$ cat src/rtl/program_counter.sv
// program_counter: RV32I PC register; 1-cycle latency data_in -> data_out; no backpressure, loads every edge.
// Build option PC_ALIGN_EN: when defined, loaded values have bits [1:0] forced to zero.
module program_counter #(
  parameter int unsigned       WIDTH        = 32,
  parameter logic [WIDTH-1:0]  RESET_VECTOR = {WIDTH{1'b0}}
) (
  input  logic             clk,
  input  logic             rst,
  input  logic [WIDTH-1:0] data_in,
  output logic [WIDTH-1:0] data_out
);

  logic [WIDTH-1:0] load_val;

`ifdef PC_ALIGN_EN
  // Bit clear rather than a slice so WIDTH == 2 still elaborates cleanly.
  always_comb begin
    load_val      = data_in;
    load_val[1:0] = 2'b00;
  end
`else
  always_comb begin
    load_val = data_in;
  end
`endif

  always_ff @(posedge clk) begin
    if (!rst) begin
      data_out <= RESET_VECTOR;
    end else begin
      data_out <= load_val;
    end
  end

endmodule

$ cat config.mk
export PLATFORM = sky130hd
export DESIGN_NAME = program_counter
export DESIGN_NICKNAME = d
export VERILOG_FILES = /design/src/rtl/program_counter.sv
export SDC_FILE = /design/constraint.sdc
export NUM_CORES = 1
export LEC_CHECK = 0
export ABC_AREA = 1
export BUFFER_PORTS_ARGS = -buffer_cell sky130_fd_sc_hd__clkbuf_2
export CORE_ASPECT_RATIO = 1.1
export CORE_UTILIZATION = 37
export CTS_BUF_LIST = sky130_fd_sc_hd__clkbuf_8
export DETAILED_ROUTE_END_ITERATION = 7
export PLACE_DENSITY = 0.77
export SETUP_SLACK_MARGIN = 0.5
export SLEW_MARGIN = 40
export SYNTH_ARGS = -nofsm -noshare
export SYNTH_HDL_FRONTEND = slang
export SYNTH_SLANG_ARGS = --single-unit
$ cat constraint.sdc
create_clock -name clk -period 0.8 [get_ports clk]
set_clock_uncertainty 0.15 [all_clocks]
set_input_delay 0.08 -clock clk [delete_from_list [all_inputs] [get_ports clk]]
set_output_delay 0.08 -clock clk [all_outputs]
set_load 0.05 [all_outputs]
==> results of run 1 <==
-- timing repair --
item | 4_1_cts
endpoints found under the hold margin | 32
endpoints found under the setup margin | 64
resized for setup | 126
cloned | 3
pin swaps | 2
-- logic make-up after synthesis --
family,Yosys count
and+or+nand+nor,32
buffers and inverters,35
DFF,32
-- synth_stat cells, drive strengths merged --
cell type	instances	area share, %
buf	3	3.7
dfxtp	32	70
inv	32	13
nand2	32	13
-- through the flow --
stage                     hold slack (ns)  cells  setup TNS [ns]  cell area (sq um)
after floorplan                   0.00974     99               0               1050
after global placement              0.110    192         -0.0447               1460
after detailed placement            0.116    192          -0.127               1460
after CTS                          -0.166    202           -6.75               2210
==> metrics.csv, run 1 <==
metric,value,unit
error_line,"[ERROR DPL-0038] Utilization greater than 100%, impossible to legalize",
numCtsBuffers,5,
synth_top_family_by_area,buffers and inverters,
synthAdderAreaFrac,0,%
synth_seq_cells,32,
hpwl,1380,microns
synth-compound-area-share,0,%
worst-ep-kind,primary output,
io_buffers,65,
syn_avg_cell_area,9.24,sq um
row_count,18,
ys_seq_area_share,70.0,%
synth-simple-area-share,13.1,%
synth_warnings,0,
post-cts-setup-buffer-count,0,
pre_cts_slack,-0.0145,ns
grt_max_degree,10,
fp.dieW,49.4,microns
gp_congestion,0.719,
synth_cells,99,
ys_types,4,
worst_endpoint,data_out[28],
die_h,54.1,microns
syn_area,915,sq um
cts_buffer_depth,2,
cts.htree.levels,2,
num_io_pins,66,
lastStage,global routing,
synth_xor_xnor_area_share,0,%
cts_sinks,32,
status,did not finish,
start_util,39.8,%
syn-num-nets,133,
synthMuxAreaShare,0,%
root_buffer,clkbuf_8,
==> run 2, diff against run 1 <==
--- a/config.mk
+++ b/config.mk
@@ -7,12 +7,10 @@
 export LEC_CHECK = 0
 export ABC_AREA = 1
 export BUFFER_PORTS_ARGS = -buffer_cell sky130_fd_sc_hd__clkbuf_2
-export CORE_ASPECT_RATIO = 1.1
-export CORE_UTILIZATION = 37
-export CTS_BUF_LIST = sky130_fd_sc_hd__clkbuf_8
+export CORE_AREA = 2 2 63 65
 export DETAILED_ROUTE_END_ITERATION = 7
-export PLACE_DENSITY = 0.77
-export SETUP_SLACK_MARGIN = 0.5
+export DIE_AREA = 0 0 65 67
+export PLACE_DENSITY_LB_ADDON = 0.15
 export SLEW_MARGIN = 40
 export SYNTH_ARGS = -nofsm -noshare
 export SYNTH_HDL_FRONTEND = slang
==> constraint.sdc (replaced) <==
create_clock -name clk -period 1 [get_ports clk]
set_clock_uncertainty 0.15 [all_clocks]
set_input_delay 0.1 -clock clk [delete_from_list [all_inputs] [get_ports clk]]
set_output_delay 0.1 -clock clk [all_outputs]
set_load 0.05 [all_outputs]
==> run 2 against run 1 <==
Area after synthesis did not move. Synthesized cell count did not move. The flow now finishes, with violations (setup timing).
==> metrics.csv, run 2 <==
metric,value,unit,change
grt_pass1_vias,933,,
cts_sinks,32,,unchanged
worst_pin_slew,0.136,ns,
core_area,3610,sq um,
synth-simple-area-share,13.1,%,unchanged
drive_above_1_share,51.8,%,
synth_edf_count,0,,unchanged
power.leakage,1.19,nW,
synth_warnings,0,,unchanged
worst-path-buf-inv,1,,
diodes,0,,
rsz0062_at_grt,true,,
crit_path_end_kind,primary output,,
grt_first_pass_wirelength,4040,microns,
drcViolationCount,0,,
max_freq,982,MHz,
relSlewSlack,90.9,%,
path_cells,buf_8,,
grt.total_usage,13.2,%,
synth_cells,99,,unchanged
multi_input_area,120,sq um,
synth-compound-area-share,0,%,unchanged
post_drt_via_cell_ratio,3.65,,
wl,2660,microns,
overflow,0,,
fp.dieW,65,microns,+32%
maxCapViolCount,0,,
post_drt_wl_per_cell,10.8,microns,
nFillCells,310,,
drtPass1Iterations,2,,
synthTopCellsByCount,"32 x dfxtp_1, 32 x inv_1, 32 x nand2_1, 3 x buf_6",,
slew_viol_final,0,,
io_buffers,65,,unchanged
cts.clk_slew.worst_paths,0.06,ns,
crit_required,0.75,ns,
hp-start,rst,,
top_register,data_out,,
whs,0.0755,ns,
worstSetupPathType,flop to primary output,,
whs_path_depth,4,,
cp_top_family,flip-flops,,
ys_types,4,,unchanged
start_util,25.4,%,-14 points
first_iter_violations,39,,
syn2layout_area_growth,134,%,
largest_reg_flops,32,,
layout_commonest_cell,clkbuf_2,,
mostFrequentLayoutCells,"33 x clkbuf_2, 32 x nand2_1, 32 x inv_1, 32 x dfxtp_2, 32 x dlygate4sd3_1",,
cts.htree.levels,2,,unchanged
die_h,67,microns,+24%
num_io_pins,66,,unchanged
synth_ff_type,dfxtp_1,,
root_buffer,clkbuf_8,,
yosysTopAreaCellShare,70.0,%,unchanged
row_count,22,,+4
syn_area,915,sq um,unchanged
worstSetupStartpointType,flop,,
powerDensity,1390,nW/um^2,
finalHoldViolations,0,,
max_stage_delay,0.35,ns,
vias,902,,
synthAdderAreaFrac,0,%,unchanged
power,2.97,mW,
hp-class,input port to flop,,
antenna_found_initial,0,,
fin_ws,-0.0187,ns,
status,"finished, violations left",,
nets,235,,
min_to,data_out[28],,
async_flop_share,0,%,unchanged
synthMuxAreaShare,0,%,unchanged
cts_tree,done,,
grt_max_degree,33,,
period_share,102,%,
synth_area_leaders,"dfxtp_1 70%, inv_1 13%, nand2_1 13%",,
vdd_ir_drop_max,0.000673,V,
ys_seq_area_share,70.0,%,unchanged
dieArea,4360,sq um,
top_regs,data_out (32),,
drtAntennaViolNets,0,,
hpwl,1410,microns,+2.0%
cp.arrival,0.77,ns,
cp_max_fo,1,,
synth_seq_cells,32,,unchanged
crit_slowest_cell,dfxtp_2,,
register_area,681,sq um,
syn_avg_cell_area,9.24,sq um,unchanged
period_minus_slack,1.02,ns,
post-cts-setup-buffer-count,0,,unchanged
synth_xor_xnor_area_share,0,%,unchanged
violations,setup timing,,
cts_buffer_depth,2,,unchanged
syn-num-nets,133,,unchanged
yosys.area.top_type,dfxtp_1,,
numCtsBuffers,5,,unchanged
gp_congestion,0.589,,-18%
setup_viol,14,,
synth_top_family_by_area,buffers and inverters,,
-- run 2: logic make-up after synthesis --
family                 count (synthesis)
AND/OR/NAND/NOR                       32
flip-flops                            32
buffers and inverters                 35
-- run 2: final cells by class --
| type | instances | share of cell area (%) |
|---|---|---|
| clock buffer | 5 | 3.22 |
| inverter | 32 | 5.62 |
| multi-input combinational | 32 | 5.62 |
| sequential | 32 | 31.9 |
| tap | 48 | 2.81 |
| timing repair buffer | 98 | 50.8 |
-- run 2: report_power, final --
group	leakage, nW	internal (mW)	total [mW]	switching (mW)
Combinational	0.875	0.368	0.723	0.355
Clock	0.0359	0.447	0.839	0.392
Sequential	0.275	1.36	1.41	0.0469
-- run 2: how the worst max path moves through the flow --
stage                 startpoint      endpoint  slack [ns]  cells past startpoint
floorplan            data_out[0]   data_out[0]        0.16                      0
global placement    data_out[23]  data_out[23]        0.19                      1
detailed placement   data_out[9]   data_out[9]        0.18                      1
CTS                 data_out[27]  data_out[27]       -0.03                      1
global route        data_out[12]  data_out[12]       -0.05                      1
finish              data_out[12]  data_out[12]       -0.02                      1
-- run 2: per-stage QoR --
step / instances / setup slack [ns] / area, sq um / utilization [%] / TNS (ns)
after global routing: 247 / -0.0512 / 2140 / 59.2 / -0.995
after floorplan: 99 / 0.163 / 915 / - / 0
final: 247 / -0.0187 / 2140 / 59.2 / -0.133
after CTS: 247 / -0.0297 / 2110 / 58.5 / -0.749
after global placement: 210 / 0.189 / 1290 / 35.7 / 0
after detailed placement: 210 / 0.181 / 1290 / 35.7 / 0
-- run 2: layer usage --
| layer | vias up | wire length [microns] | track usage, % |
|---|---|---|---|
| li1 | 464 | - | - |
| met1 | 387 | 866 | 10.7 |
| met2 | 42 | 1500 | 25.1 |
| met3 | 9 | 193 | 4.05 |
| met4 | 0 | 97 | 11.7 |
| met5 | - | 0 | 0 |
-- run 2: timing repair --
| item | CTS | global route |
|---|---|---|
| endpoints found under the hold margin | 32 | 0 |
| setup endpoints to repair | 32 | 32 |
| gates resized for setup | 106 | 22 |
| hold buffers | 32 | 0 |
(Power assumes the default switching activity.)
